--- src/rtl/fp_int_pkg.sv ---
// Shared definitions for the FP16 x signed-INT bit-serial multiplier:
// FP16 field layout, FSM state encoding and the fixed-point width rule.
package fp_int_pkg;

  localparam int EXP_W  = 5;
  localparam int FRAC_W = 10;
  localparam int MANT_W = FRAC_W + 1;
  localparam logic [EXP_W-1:0] EXP_SPECIAL = 5'h1F;

  typedef enum logic [1:0] {
    IDLE,
    MUL,
    HOLD
  } state_t;

  // The largest product is an 11-bit mantissa times a (W-1)-bit magnitude,
  // so MANT_W + W - 1 bits always hold it.
  function automatic int fpw_of(input int w);
    return MANT_W + w - 1;
  endfunction

endpackage

--- src/rtl/fp_int_mul_datapath.sv ---
// Operand capture and shift-add engine for fp_int_mul.
// Holds the operand registers, the accumulator and the step down-counter.
// With FP_INT_MUL_ZERO_SKIP_EN defined it also exposes the decoded operands
// combinationally so the top can bypass the multiply loop on zero products.
module fp_int_mul_datapath
  import fp_int_pkg::*;
#(
  parameter int W   = 4,
  parameter int FPW = fpw_of(W)
) (
  input  logic             clk,
  input  logic             rst,
  input  logic             load,
  input  logic             step,
  input  logic [15:0]      fp_in,
  input  logic [W-1:0]     w_in,
  input  logic             in_first,
`ifdef FP_INT_MUL_ZERO_SKIP_EN
  output logic             cap_zero,
  output logic             cap_sign,
  output logic [EXP_W-1:0] cap_exp,
  output logic             cap_special,
`endif
  output logic             sign_q,
  output logic [EXP_W-1:0] exp_q,
  output logic             special_q,
  output logic             first_q,
  output logic [FPW-1:0]   acc,
  output logic             mul_done
);

  localparam int CW = $clog2(W);

  logic [EXP_W-1:0]  exp_f;
  logic [FRAC_W-1:0] frac;
  logic [MANT_W-1:0] mant_c;
  logic [EXP_W-1:0]  eff_exp_c;
  logic              sign_c;
  logic              special_c;
  logic [W-1:0]      w_abs;
  logic [W-2:0]      wmag_c;

  logic [FPW-1:0]    mant_sh;
  logic [W-2:0]      wmag_sh;
  logic [CW-1:0]     cnt;

  // Decode the incoming operands; the most negative weight saturates to the
  // largest positive magnitude so it fits in W-1 bits.
  always_comb begin
    exp_f     = fp_in[FRAC_W +: EXP_W];
    frac      = fp_in[FRAC_W-1:0];
    mant_c    = {(exp_f != '0), frac};
    eff_exp_c = (exp_f == '0) ? EXP_W'(1) : exp_f;
    sign_c    = fp_in[EXP_W+FRAC_W] ^ w_in[W-1];
    special_c = (exp_f == EXP_SPECIAL);
    w_abs     = w_in[W-1] ? (~w_in + W'(1)) : w_in;
    wmag_c    = w_abs[W-1] ? '1 : w_abs[W-2:0];
  end

`ifdef FP_INT_MUL_ZERO_SKIP_EN
  assign cap_zero    = (wmag_c == '0) || (mant_c == '0);
  assign cap_sign    = sign_c;
  assign cap_exp     = eff_exp_c;
  assign cap_special = special_c;
`endif

  assign mul_done = (cnt == '0);

  // Capture on handshake, then one weight bit per step, LSB first: the
  // mantissa shifts left while the weight shifts right, and the counter
  // runs down to zero to mark the end of the loop.
  always_ff @(posedge clk or posedge rst) begin
    if (rst) begin
      mant_sh   <= '0;
      wmag_sh   <= '0;
      acc       <= '0;
      cnt       <= '0;
      sign_q    <= 1'b0;
      exp_q     <= '0;
      special_q <= 1'b0;
      first_q   <= 1'b0;
    end else if (load) begin
      mant_sh   <= FPW'(mant_c);
      wmag_sh   <= wmag_c;
      acc       <= '0;
      cnt       <= CW'(W-1);
      sign_q    <= sign_c;
      exp_q     <= eff_exp_c;
      special_q <= special_c;
      first_q   <= in_first;
    end else if (step) begin
      if (wmag_sh[0]) acc <= acc + mant_sh;
      mant_sh <= mant_sh << 1;
      wmag_sh <= wmag_sh >> 1;
      cnt     <= cnt - CW'(1);
    end
  end

endmodule

--- src/rtl/fp_int_mul.sv ---
// Bit-serial FP16 x signed-INT multiplier producing the accumulator operand
// set (sign, exponent, fixed-point magnitude, running group exponent min).
// Optional macro FP_INT_MUL_ZERO_SKIP_EN: zero products bypass the multiply
// loop and go straight from IDLE to HOLD.
module fp_int_mul
  import fp_int_pkg::*;
#(
  parameter int W   = 4,
  parameter int FPW = fpw_of(W)
) (
  input  logic             clk,
  input  logic             rst,
  input  logic             in_valid,
  output logic             in_ready,
  input  logic             in_first,
  input  logic [15:0]      fp_in,
  input  logic [W-1:0]     w_in,
  output logic             out_valid,
  input  logic             out_ready,
  output logic             sign_out,
  output logic [EXP_W-1:0] exp_out,
  output logic [FPW-1:0]   fixed_point_out,
  output logic [EXP_W-1:0] exp_min_out,
  output logic             special_out
);

  state_t state, state_next;

  logic             load;
  logic             step;
  logic             res_load;
  logic             sign_q;
  logic [EXP_W-1:0] exp_q;
  logic             special_q;
  logic             first_q;
  logic [FPW-1:0]   acc;
  logic             mul_done;
  logic [EXP_W-1:0] exp_min;

`ifdef FP_INT_MUL_ZERO_SKIP_EN
  logic             skip_load;
  logic             cap_zero;
  logic             cap_sign;
  logic [EXP_W-1:0] cap_exp;
  logic             cap_special;
`endif

  function automatic logic [EXP_W-1:0] min_exp(input logic [EXP_W-1:0] a,
                                               input logic [EXP_W-1:0] b);
    return (a < b) ? a : b;
  endfunction

  fp_int_mul_datapath #(.W(W), .FPW(FPW)) u_datapath (
    .clk         (clk),
    .rst         (rst),
    .load        (load),
    .step        (step),
    .fp_in       (fp_in),
    .w_in        (w_in),
    .in_first    (in_first),
`ifdef FP_INT_MUL_ZERO_SKIP_EN
    .cap_zero    (cap_zero),
    .cap_sign    (cap_sign),
    .cap_exp     (cap_exp),
    .cap_special (cap_special),
`endif
    .sign_q      (sign_q),
    .exp_q       (exp_q),
    .special_q   (special_q),
    .first_q     (first_q),
    .acc         (acc),
    .mul_done    (mul_done)
  );

  assign in_ready    = (state == IDLE);
  assign out_valid   = (state == HOLD);
  assign exp_min_out = exp_min;

  // State register.
  always_ff @(posedge clk or posedge rst) begin
    if (rst) state <= IDLE;
    else     state <= state_next;
  end

  // Next-state and datapath control. MUL spends W-1 cycles adding and one
  // final cycle (counter at zero) handing the sum to the output registers.
  always_comb begin
    state_next = state;
    load       = 1'b0;
    step       = 1'b0;
    res_load   = 1'b0;
`ifdef FP_INT_MUL_ZERO_SKIP_EN
    skip_load  = 1'b0;
`endif
    case (state)
      IDLE: begin
        if (in_valid) begin
          load = 1'b1;
`ifdef FP_INT_MUL_ZERO_SKIP_EN
          if (cap_zero) begin
            skip_load  = 1'b1;
            state_next = HOLD;
          end else begin
            state_next = MUL;
          end
`else
          state_next = MUL;
`endif
        end
      end
      MUL: begin
        if (mul_done) begin
          res_load   = 1'b1;
          state_next = HOLD;
        end else begin
          step = 1'b1;
        end
      end
      HOLD: begin
        if (out_ready) state_next = IDLE;
      end
      default: state_next = IDLE;
    endcase
  end

  // Result registers and group exponent minimum, updated on entry to HOLD.
  always_ff @(posedge clk or posedge rst) begin
    if (rst) begin
      sign_out        <= 1'b0;
      exp_out         <= '0;
      fixed_point_out <= '0;
      special_out     <= 1'b0;
      exp_min         <= EXP_SPECIAL;
    end else if (res_load) begin
      sign_out        <= sign_q;
      exp_out         <= exp_q;
      fixed_point_out <= acc;
      special_out     <= special_q;
      exp_min         <= first_q ? exp_q : min_exp(exp_min, exp_q);
    end
`ifdef FP_INT_MUL_ZERO_SKIP_EN
    else if (skip_load) begin
      sign_out        <= cap_sign;
      exp_out         <= cap_exp;
      fixed_point_out <= '0;
      special_out     <= cap_special;
      exp_min         <= in_first ? cap_exp : min_exp(exp_min, cap_exp);
    end
`endif
  end

endmodule

--- config.mk ---
export PLATFORM = sky130hd
export DESIGN_NAME = fp_int_mul
export DESIGN_NICKNAME = d
export VERILOG_FILES = /design/src/rtl/fp_int_pkg.sv /design/src/rtl/fp_int_mul_datapath.sv /design/src/rtl/fp_int_mul.sv
export SDC_FILE = /design/constraint.sdc
export NUM_CORES = 1
export LEC_CHECK = 0
export ABC_AREA = 0
export CAP_MARGIN = 25
export CORE_MARGIN = 2
export CORE_UTILIZATION = 40
export CTS_CLUSTER_SIZE = 12
export DETAILED_ROUTE_END_ITERATION = 8
export HOLD_SLACK_MARGIN = 0.12
export PLACE_DENSITY = 0.71
export SLEW_MARGIN = 20
export SYNTH_ARGS = -nofsm -noshare
export SYNTH_HDL_FRONTEND = slang
export SYNTH_SLANG_ARGS = --single-unit
--- constraint.sdc ---
create_clock -name clk -period 6 [get_ports clk]
set_input_delay 0.6 -clock clk [delete_from_list [all_inputs] [get_ports clk]]
set_output_delay 0.6 -clock clk [all_outputs]
set_load 0.02 [all_outputs]
==> run summary, run 1 <==
In this run the remaining antenna-violating nets after routing total 0. For this configuration, the core starts out at a cell density of 0.418. The dominant combinational cell family by area after synthesis is compound AO/OA/AOI/OAI gates. The count of synthesis-stage warnings from yosys is 0.

The mapped netlist covers 3470 um^2. The number of flops mapped to enable cells by yosys is 0. The overall routed net length came out at 7.24 mm. The maximum net fanout on the critical path is 3. The top cell types in the final layout, fill and taps aside, are sky130_fd_sc_hd__dfrtp_1 (64), sky130_fd_sc_hd__clkdlybuf4s50_1 (52), sky130_fd_sc_hd__nand2_1 (39). In this run, CTS created clock tree buffers numbering 9. In the post-synthesis netlist, the biggest area contributors are sky130_fd_sc_hd__dfrtp_1 (46%), sky130_fd_sc_hd__mux2_2 (7.1%), sky130_fd_sc_hd__ha_1 (6.9%). Leaving out fill and tap cells, the most frequent cell in the layout is sky130_fd_sc_hd__dfrtp_1.

The die span in x came out at 97.1 um. The sequential element share of the synthesized area is 0.500. STA classifies the critical path endpoint as a register.

Entering global routing, the biggest net connects 70 pins. The tree is rooted in a sky130_fd_sc_hd__clkbuf_8. The number of antenna violations at the first check in global routing is 0. The core area came out at 8300 um^2. For this run, the leading register cell type out of synthesis is sky130_fd_sc_hd__dfrtp_1. The complex-gate fraction of the synthesized area was 0.160. The share of synthesized area in the top cell type comes to 0.462. Compared with the post-synthesis result, the final layout area differs by 23.0%. The worst-case IR drop observed on VDD is 187 uV. STA classifies the critical path startpoint as a register. Synthesis inferred 69 register bits. Of the total synthesized cell area, the portion taken by full adders, half adders and majority gates is 0.0743.

The kind of path behind the tightest hold check is reg -> reg. The count of final max-slew check failures was 0. The number of distinct library cells after synthesis came out at 44.

Averaged over all synthesized cells, the footprint is 10.4 um^2. The floorplan die height is 97.1 um. The count of input and output buffers is 52. The simple-gate area share of the yosys netlist came out at 0.117. The critical path start-end classification is reg -> reg. The total of cells resized after clock tree synthesis came out at 0. The count of standard-cell rows is 33. The final weighted congestion in routability-driven placement came out at 0.864. The total count of hold-check failures in the final report is 0. The placed wire-length estimate is 5.08 mm. The fraction of final layout cells sized beyond drive strength 1 is 0.125. Summing all non-filler instances in the final layout gives an area of 4270 um^2. Derived from the worst setup path, the maximum achievable clock frequency is 381 MHz. The number of remaining DRC errors came out at 0.

The leakage power of the design is 0.00196 uW. In the final design database the tool counted 431 nets. The number of inserted diodes came out at 0. The placed instances occupy a cell area of 4100 um^2. The clock slew seen by the registers of the worst setup and hold paths is 0.07 ns.

The post-synthesis xor/xnor area fraction is 0.0177. The slew at the pin with the worst max-slew slack is 0.869 ns. The flow ran to the end, and the final reports show no timing, DRC or antenna violations. Setup repair after global routing left no endpoint under its margin. In the global route stage, overall resource usage came out at 0.160. Timing analysis after detailed placement gives a worst setup slack of 3.40 ns.

The portion of synthesized area spent on multiplexers is 0.100. The total negative setup slack is 0 ns. The ratio of final minimum period to clock period is 0.437. The number of buffers on the longest clock path came out at 2.

The first-pass iteration count of the detailed router is 4. The first-pass GRT wire length came out at 12.4 mm. The worst clock skew came out at 0.00609 ns.

The detailed-route wire length per cell came out at 14.6 um. The relative slew slack came out at 0.419. The post-CTS setup-driven buffer insertion count is 0. The clock latency on the worst-skew pair came out at 0.34 ns. The routed design could run at a clock period as short as 2.62 ns. The detailed router's first-iteration violation count is 140.

The power per cell area came out at 543 nW/um^2. The clock sink count is 69. The count of final setup violators came out at 0. The total via count after detailed routing is 2,626. The I/O pin count is 53. The via count of the first global-routing pass came out at 2,611. The number of standard cells after synthesis came out at 333. The worst-case setup margin in the final layout came out at 3.38 ns.

After detailed routing, the number of vias per cell comes to 5.29. TritonCTS built the clock tree. The number of nets in the synthesized netlist came out at 378. The number of levels in the clock H-tree came out at 3. The synthesized design spends more area on one cell type than any other, namely sky130_fd_sc_hd__dfrtp_1. The total die area is 9430 um^2.

The fraction of registers with async set or reset after synthesis is 1.00. The required time at the endpoint of the critical path came out at 6.19 ns. The number of max-cap violations came out at 0. The global-route congestion overflow total came out at 0. Data arrives at the worst endpoint at 2.81 ns. At the end of the flow the core is filled with cells to 0.514. The number of hold buffers added after CTS was 0.
## area by class of cell
cell class              instances  area (um^2)
clock buffers                  13          149
repair buffers                 55          543
well taps                     105          131
multi-input cells             236         1630
clock inverters                 3         21.3
fillers                       794         4030
flip-flops and latches         69         1730
inverters                      15         56.3
## synth_stat cells (2+ instances only)
cell,count
sky130_fd_sc_hd__a211oi_1,6
sky130_fd_sc_hd__a21o_1,2
sky130_fd_sc_hd__a21oi_1,13
sky130_fd_sc_hd__a22o_1,5
sky130_fd_sc_hd__a22oi_1,5
sky130_fd_sc_hd__a31oi_1,3
sky130_fd_sc_hd__and2_1,3
sky130_fd_sc_hd__and3_1,3
sky130_fd_sc_hd__buf_2,2
sky130_fd_sc_hd__clkbuf_1,11
sky130_fd_sc_hd__dfrtp_1,64
sky130_fd_sc_hd__dfstp_2,5
sky130_fd_sc_hd__ha_1,19
sky130_fd_sc_hd__inv_1,15
sky130_fd_sc_hd__mux2_2,22
sky130_fd_sc_hd__mux2i_1,10
sky130_fd_sc_hd__nand2_1,39
sky130_fd_sc_hd__nand2b_1,3
sky130_fd_sc_hd__nand3_1,15
sky130_fd_sc_hd__nor2_1,15
sky130_fd_sc_hd__nor2b_1,2
sky130_fd_sc_hd__nor3_1,4
sky130_fd_sc_hd__o21a_1,3
sky130_fd_sc_hd__o21ai_0,37
sky130_fd_sc_hd__o21ai_1,2
sky130_fd_sc_hd__o31ai_1,2
sky130_fd_sc_hd__xnor2_1,4
sky130_fd_sc_hd__xor2_1,3
## critical path, cell delays in order (launching register included)
cell and delay (ns):
sky130_fd_sc_hd__dfrtp_1 0.40, sky130_fd_sc_hd__ha_1 0.24, sky130_fd_sc_hd__fa_1 0.45, sky130_fd_sc_hd__a211oi_2 0.23, sky130_fd_sc_hd__o21bai_1 0.13, sky130_fd_sc_hd__a311o_1 0.43
sky130_fd_sc_hd__o31ai_1 0.27, sky130_fd_sc_hd__mux2i_1 0.22, sky130_fd_sc_hd__o311ai_1 0.10
## stage by stage
stage / hold slack (ns) / instances / total power, uW
2_1_floorplan: 0.440 / 333 / 1620
3_3_place_gp: 0.454 / 480 / 1970
3_5_place_dp: 0.467 / 480 / 2000
4_1_cts: 0.484 / 496 / 2330
5_1_grt: 0.503 / 496 / 2510
6_report: 0.478 / 496 / 2320
## path summary, 6_finish.rpt
kind	start	endpoint	slack, ns	cells past startpoint
hold / removal	u_datapath.special_q	u_datapath.special_q	0.48	2
setup / recovery	u_datapath.acc[0]	u_datapath.acc[10]	3.38	8
hold reg to reg	u_datapath.special_q	u_datapath.special_q	0.48	2
max in group asynchronous	rst	u_datapath.mant_sh[8]	4.63	3
setup reg to reg	u_datapath.acc[0]	u_datapath.acc[10]	3.38	8
min in group asynchronous	rst	u_datapath.special_q	0.83	3
## flip-flops by register name, indices dropped and copies added (netlist names)
register              flops
sign_out                  1
u_datapath.sign_q         1
u_datapath.special_q      1
special_out               1
u_datapath.cnt            2
u_datapath.first_q        1
u_datapath.wmag_sh        3
u_datapath.exp_q          5
exp_out                   5
state                     2
u_datapath.acc           14
fixed_point_out          14
u_datapath.mant_sh       14
exp_min_out               5
## where the power goes
group / switching [uW] / internal (uW) / leakage (uW)
clock: 171 / 162 / 0.0000836
combinational: 635 / 527 / 0.00100
sequential: 143 / 679 / 0.000869
total: 949 / 1370 / 0.00196
## layer usage
metal,share of wire,GRT usage
met5,0,0
met4,0.020,0.0628
met3,0.027,0.0194
met2,0.49,0.271
met1,0.47,0.210
## cells by family after synthesis
group | count (synthesis)
multiplexers | 32
flip-flops | 69
adder cells (fa/ha/maj) | 20
AO/OA/AOI/OAI | 88
XOR/XNOR | 7
AND/OR/NAND/NOR | 89
buffers and inverters | 28
(Power assumes the default switching activity.)
==> run 2, diff against run 1 <==
--- a/config.mk
+++ b/config.mk
@@ -12,7 +12,7 @@
 export CTS_CLUSTER_SIZE = 12
 export DETAILED_ROUTE_END_ITERATION = 8
 export HOLD_SLACK_MARGIN = 0.12
-export PLACE_DENSITY = 0.71
+export PLACE_DENSITY = 0.74
 export SLEW_MARGIN = 20
 export SYNTH_ARGS = -nofsm -noshare
 export SYNTH_HDL_FRONTEND = slang
==> constraint.sdc (replaced) <==
create_clock -name clk -period 2.41 [get_ports clk]
set_input_delay 0.241 -clock clk [delete_from_list [all_inputs] [get_ports clk]]
set_output_delay 0.241 -clock clk [all_outputs]
set_load 0.02 [all_outputs]
==> run 2 against run 1 <==
Against the previous run: clock skew grew 0.0021 ns; global-route usage grew 1.5 points; critical path depth is the same; largest power group unchanged; sequential power grew 150%; highest routed layer unchanged; maximum frequency grew 7.6%; die area is the same; non-clock buffer count grew 16; the flow now finishes with violations (negative setup slack); clock power grew to 3.0 times the previous value; setup slack lost 3.4 ns.
==> run summary, run 2 (synthesis results as in run 1) <==
The run finished, with violations left. The final reports fail on negative setup slack. The number of buffers on the longest clock path is 2 (unchanged). The count of final max-slew check failures was 0 (unchanged). The relative slew slack is 0.412 (-0.00700). The worst clock skew came to 0.00822 ns (+0.00213 ns). The fraction of final layout cells sized beyond drive strength 1 was 0.182 (+0.0565).

The first-pass iteration count of the detailed router came out at 4 (unchanged). The detailed router's first-iteration violation count came out at 130 (-7.1%). The total die area came out at 9430 um^2 (unchanged).

The worst-case setup margin in the final layout came to -0.0301 ns (-3.41 ns). The final weighted congestion in routability-driven placement came out at 0.889 (+2.8%). From synthesis to final layout, the design area changed by 28.4%. The count of final setup violators came out at 2 (+2). The routed via count divided by cell count is 5.37 (+1.4%). The cell at the root of the clock tree is sky130_fd_sc_hd__clkbuf_8. The switching power total came out at 2470 uW (+160%). The number of levels in the clock H-tree is 3 (unchanged). The largest net degree at the start of global routing was 45 (-36%). The first-pass GRT wire length is 13.2 mm (+7.0%). The floorplan die height came out at 97.1 um (unchanged). The maximum net fanout on the critical path is 3 (unchanged). The number of buffers added by the clock tree synthesis step was 9 (unchanged). The die span in x is 97.1 um (unchanged). The post-placement cell area came out at 4170 um^2 (+1.8%).

The kind of path behind the tightest hold check is in -> async. The final hold slack was 0.278 ns (-0.200 ns). The highest attainable clock frequency came out at 410 MHz (+7.6%).

The I/O pin count came to 53 (unchanged). The detailed-route wire length per cell was 15.3 um (+4.6%). The global-route usage over all layers is 0.175 (+0.0152).

The slew at the pin with the worst max-slew slack came out at 0.877 ns (+0.00732 ns). The worst supply voltage drop on vdd came out at 667 uV (+260%). The clock slew seen by the registers of the worst setup and hold paths was 0.08 ns (about the same). The number of inserted diodes is 0 (unchanged). The fill cell instance count of the final layout came to 718 (-9.6%). The final standard cell area without fillers is 4450 um^2 (+4.4%). The time the final worst path needs with I/O delays and setup is 2.44 ns (-0.185 ns). The top cell types in the final layout, fill and taps aside, are sky130_fd_sc_hd__dfrtp_1 (64), sky130_fd_sc_hd__clkdlybuf4s50_1 (52), sky130_fd_sc_hd__nand2_1 (39). The overall routed net length is 7.81 mm (+8.0%).

Setup repair after global routing could not meet its margin everywhere. The power per cell area came out at 1370 nW/um^2 (+150%). Leaving out fill and tap cells, the most frequent cell in the layout is sky130_fd_sc_hd__dfrtp_1. The leakage power of the design came to 0.00205 uW (+4.9%). The via count of the first global-routing pass is 2,791 (+6.9%). The required time at the endpoint of the critical path came out at 2.63 ns (-3.56 ns). The final design utilization is 0.537 (+0.0225). The clock latency on the worst-skew pair is 0.36 ns (+0.02 ns).

The total via count after detailed routing came out at 2,750 (+4.7%). The worst setup path is launched from a register. The total count of hold-check failures in the final report was 0 (unchanged). The number of remaining DRC errors came out at 0 (unchanged). The number of nets at the end of the flow is 447 (+3.7%). The share of total power in the clock network is 0.162 (+0.018). The switching share of power came to 0.403 (-0.00628). The combinational share of power is 0.505 (+0.004).

The clock sink count is 69 (unchanged). The count of standard-cell rows is 33 (unchanged). The core area is 8300 um^2 (unchanged). The global-route congestion overflow total is 0 (unchanged). The count of hold buffers inserted by post-cts repair is 0 (unchanged). The ratio of final minimum period to clock period is 1.01 (+0.575). The part of the power in registers was 0.334 (-0.021). The number of nets still failing antenna checks after routing is 0 (unchanged).

The largest registers in the layout are fixed_point_out (14), u_datapath.acc (14), u_datapath.mant_sh (14). The count of input and output buffers is 52 (unchanged). The number of antenna violations at the first check in global routing came out at 0 (unchanged).

The number of max-cap violations came out at 0 (unchanged). The worst setup path is captured at a register. The initial core utilization is 0.418 (unchanged). The placed wire-length estimate came out at 5.51 mm (+8.5%).

The design internal power came out at 3650 uW (+170%). The CTS tree is built. The worst setup path is of the reg -> reg kind. The data arrival at the endpoint of the critical path is 2.66 ns (-0.15 ns).
run 2: worst paths after layout:
check / depth (start not counted) / start / to / slack, ns
max in group asynchronous: 3 / rst / exp_min_out[2] / 1.66
setup reg to reg: 8 / u_datapath.mant_sh[0] / u_datapath.acc[10] / -0.03
hold reg to reg: 2 / exp_out[2] / exp_out[2] / 0.49
min in group clk: 3 / in_first / u_datapath.first_q / 0.42
setup / recovery: 8 / u_datapath.mant_sh[0] / u_datapath.acc[10] / -0.03
hold / removal: 3 / rst / u_datapath.mant_sh[4] / 0.28
run 2: cell type report:
type                       count  area, um^2  share of cell area
timing repair buffer          71         663               0.149
tap                          105         131              0.0295
inverter                      15        56.3              0.0126
multi-input combinational    236        1660               0.373
sequential                    69        1730               0.389
clock buffer                  11         151              0.0340
clock inverter                 5        58.8              0.0132
run 2: routing by layer:
metal	wire length, um	GRT usage	up-vias
li1	-	-	1337
met1	3430	0.218	1345
met2	3890	0.290	55
met3	309	0.0446	13
met4	184	0.0737	0
met5	0	0	-
run 2: timing repair:
item | 4_1_cts | 5_1_grt
setup buffers | 3 | 3
gates cloned | 0 | 0
resized for setup | 3 | 3
pin swaps | 4 | 7
endpoints found under the setup margin | 3 | 4
run 2: worst max-delay path, stage by stage, from the launching register on:
cell,delay [ns]
sky130_fd_sc_hd__dfrtp_1,0.40
sky130_fd_sc_hd__ha_2,0.21
sky130_fd_sc_hd__fa_2,0.35
sky130_fd_sc_hd__a211oi_2,0.23
sky130_fd_sc_hd__o21bai_1,0.13
sky130_fd_sc_hd__a311o_1,0.44
sky130_fd_sc_hd__o31ai_2,0.23
sky130_fd_sc_hd__mux2i_1,0.21
sky130_fd_sc_hd__o311ai_1,0.11
run 2: through the flow:
step                instances  worst slack [ns]  total power, uW  setup TNS, ns
floorplan                 333            0.0110             4030              0
global placement          490           -0.0752             4960        -0.0964
detailed placement        490            -0.172             5060         -0.282
CTS                       509           -0.0327             6120        -0.0327
global route              512            -0.141             6620         -0.254
finish                    512           -0.0301             6120        -0.0390
run 2: power groups by stage:
stage,Sequential (uW),Combinational [uW],Clock (uW)
global placement,2030,2930,0
detailed placement,2060,2990,0
global route,2120,3430,1070
finish,2040,3090,990
CTS,2040,3070,1010
floorplan,2200,1830,0
==> run 3, diff against run 2 <==
--- a/config.mk
+++ b/config.mk
@@ -8,11 +8,11 @@
 export ABC_AREA = 0
 export CAP_MARGIN = 25
 export CORE_MARGIN = 2
-export CORE_UTILIZATION = 40
+export CORE_UTILIZATION = 49
 export CTS_CLUSTER_SIZE = 12
 export DETAILED_ROUTE_END_ITERATION = 8
 export HOLD_SLACK_MARGIN = 0.12
-export PLACE_DENSITY = 0.74
+export PLACE_DENSITY = 0.85
 export SLEW_MARGIN = 20
 export SYNTH_ARGS = -nofsm -noshare
 export SYNTH_HDL_FRONTEND = slang
==> run 3 against run 2 <==
Against the previous run: the run still ends with negative setup slack left; cell count decreased by 2.5%; count of clock-buffer cells in the layout decreased by 1; sequential share of layout area grew 0.32 points; non-clock buffer count decreased by 4; power grew 0.80%; via count rose by 0.65%; core utilization up 11 points; cell area down 0.81%; maximum frequency fell by 1.1%; wire length decreased by 0.10%; critical path depth stayed put; register-to-register slack got worse by 0.03 ns; critical path type unchanged; largest cell class unchanged.
==> run summary, run 3 (synthesis results as in run 1) <==
The number of nets still failing antenna checks after routing came out at 0 (unchanged). The global-route usage over all layers came out at 0.214 (+0.0389). The number of nets at the end of the flow is 443 (-0.89%).

The total negative setup slack came out at -0.0698 ns (-0.0309 ns). The detailed-route wire length per cell came out at 15.6 um (+2.5%). The highest attainable clock frequency came out at 405 MHz (-1.1%). The total count of hold-check failures in the final report is 0 (unchanged).

The fraction of final layout cells sized beyond drive strength 1 came out at 0.171 (-0.0106). The number of levels in the clock H-tree was 3 (unchanged). The required time at the endpoint of the critical path is 2.63 ns (about the same). The number of remaining DRC errors came to 0 (unchanged).

The count of input and output buffers is 52 (unchanged). The routed via count divided by cell count was 5.55 (+3.3%). The ratio of final minimum period to clock period is 1.02 (+0.0116).

In the layout the commonest cells are sky130_fd_sc_hd__dfrtp_1 (64), sky130_fd_sc_hd__clkdlybuf4s50_1 (52), sky130_fd_sc_hd__nand2_1 (39). The count of standard-cell rows came out at 30 (-9.1%). The data arrival at the endpoint of the critical path is 2.69 ns (+0.03 ns). The most critical setup path has its endpoint at u_datapath.acc[10]. The count of hold buffers inserted by post-cts repair is 0 (unchanged).

The count of final max-slew check failures is 0 (unchanged). The worst clock skew was 0.0109 ns (+0.00263 ns). TritonCTS built the clock tree. The time the final worst path needs with I/O delays and setup was 2.47 ns (+0.0279 ns). The final reports fail on negative setup slack.

The number of buffers on the longest clock path came to 2 (unchanged). The first-pass GRT wire length is 12.7 mm (-4.0%). The number of max-cap violations came to 0 (unchanged). The first-pass iteration count of the detailed router is 4 (unchanged).

The die span in x was 88.1 um (-9.3%). The I/O pin count is 53 (unchanged). The count of final setup violators is 2 (unchanged). The layout-stage area growth over the synthesis result came out at 27.3%. The largest net degree at the start of global routing came out at 33 (-27%). The overall routed net length came to 7.81 mm (-0.10%). The relative slew slack came out at 0.392 (-0.0204). The critical path starts at u_datapath.acc[0]. STA classifies the critical path startpoint as a register. The maximum net fanout on the critical path came out at 3 (unchanged).

The number of inserted diodes is 0 (unchanged). The worst-case setup margin in the final layout came out at -0.0580 ns (-0.0279 ns). The capture instance of the worst register-to-register path is u_datapath.acc[10]. The slack of the worst reg-to-reg path was -0.06 ns (-0.03 ns).

The via count of the first global-routing pass is 2,832 (+1.5%). The leakage power of the design was 0.00204 uW (-0.48%). The initial core utilization came out at 0.508 (+0.0898). The final design utilization is 0.647 (+0.110). The number of buffers added by the clock tree synthesis step came out at 9 (unchanged). The core area was 6830 um^2 (-18%). The placed wire-length estimate is 5.51 mm (about the same). The startpoint identified for the worst register-to-register timing path is u_datapath.acc[0].

The post-route total power is 6170 uW (+0.80%). STA classifies the critical path endpoint as a register. The worst supply voltage drop on vdd is 559 uV (-16%). The post-placement cell area is 4150 um^2 (-0.45%). The largest registers in the layout are fixed_point_out (14), u_datapath.acc (14), u_datapath.mant_sh (14). The library cell used most frequently in the layout, excluding fill and tap cells, is sky130_fd_sc_hd__dfrtp_1.

The clock sink count came out at 69 (unchanged). The critical path is of the reg -> reg type. The clock latency on the worst-skew pair came out at 0.35 ns (about the same).

The slew at the pin with the worst max-slew slack was 0.907 ns (+0.0304 ns). The total die area came out at 7770 um^2 (-18%). The kind of path behind the tightest hold check is in -> async.

The detailed router's first-iteration violation count is 138 (+6.2%). The flow ran to the end, but the final reports show violations. The cell at the root of the clock tree is sky130_fd_sc_hd__clkbuf_8. The final standard cell area without fillers came out at 4420 um^2 (-0.81%). The final weighted congestion in routability-driven placement is 0.899 (+1.2%). The total via count after detailed routing came out at 2,768 (+0.65%). Setup repair after global routing could not meet its margin everywhere.

The worst reg-to-reg path cell count came out at 8 (unchanged). The power per cell area came out at 1400 nW/um^2 (+1.6%). The number of antenna violations at the first check in global routing is 0 (unchanged).

The floorplan die height came to 88.1 um (-9.3%). The global-route congestion overflow total is 0 (unchanged). The clock slew seen by the registers of the worst setup and hold paths is 0.07 ns (about the same).
==> run 3: final cells by class <==
type	count	area, um^2
clock buffer	10	128
clock inverter	6	87.6
fill	556	2410
inverter	15	56.3
multi-input combinational	236	1660
sequential	69	1730
tap	96	120
timing repair buffer	67	633
==> run 3: worst min path at each step <==
stage / start / endpoint / slack, ns / cells past startpoint
6_report: rst / exp_out[0] / 0.27 / 2
5_1_grt: rst / state[1] / 0.32 / 2
4_1_cts: rst / exp_out[2] / 0.29 / 2
3_5_place_dp: exp_out[4] / exp_out[4] / 0.47 / 2
3_3_place_gp: u_datapath.cnt[0] / u_datapath.cnt[0] / 0.46 / 1
2_1_floorplan: in_first / u_datapath.first_q / 0.35 / 2
==> run 3: layer usage <==
metal	routed length [um]	up-vias	GRT usage	part of all wire
li1	-	1327	-	-
met1	3220	1353	0.249	0.41
met2	4030	72	0.375	0.52
met3	396	16	0.0509	0.051
met4	159	0	0.0964	0.020
met5	0	-	0	0
==> run 3: repair_timing <==
item / 4_1_cts / 5_1_grt
setup buffers: 1 / 2
pin swaps: 2 / 1
setup endpoints to repair: 4 / 4
resized for setup: 4 / 2
==> run 3: through the flow <==
| step | hold slack, ns | std cells | worst slack (ns) |
|---|---|---|---|
| 2_1_floorplan | 0.346 | 333 | 0.0110 |
| 3_3_place_gp | 0.455 | 480 | -0.0711 |
| 3_5_place_dp | 0.475 | 480 | -0.216 |
| 4_1_cts | 0.292 | 497 | -0.0171 |
| 5_1_grt | 0.322 | 499 | -0.109 |
| 6_report | 0.271 | 499 | -0.0580 |
==> run 3: critical path, cell delays in order (launching register included) <==
cell	delay (ns)
sky130_fd_sc_hd__dfrtp_1	0.40
sky130_fd_sc_hd__ha_2	0.20
sky130_fd_sc_hd__fa_2	0.36
sky130_fd_sc_hd__a211oi_2	0.22
sky130_fd_sc_hd__o21bai_1	0.13
sky130_fd_sc_hd__a311o_1	0.41
sky130_fd_sc_hd__o31ai_2	0.26
sky130_fd_sc_hd__mux2i_1	0.24
sky130_fd_sc_hd__o311ai_1	0.12
==> run 3: power breakdown <==
| part | leakage [uW] | internal, uW | switching, uW |
|---|---|---|---|
| combinational | 0.00106 | 1400 | 1690 |
| sequential | 0.000869 | 1690 | 349 |
| clock | 0.000110 | 583 | 456 |
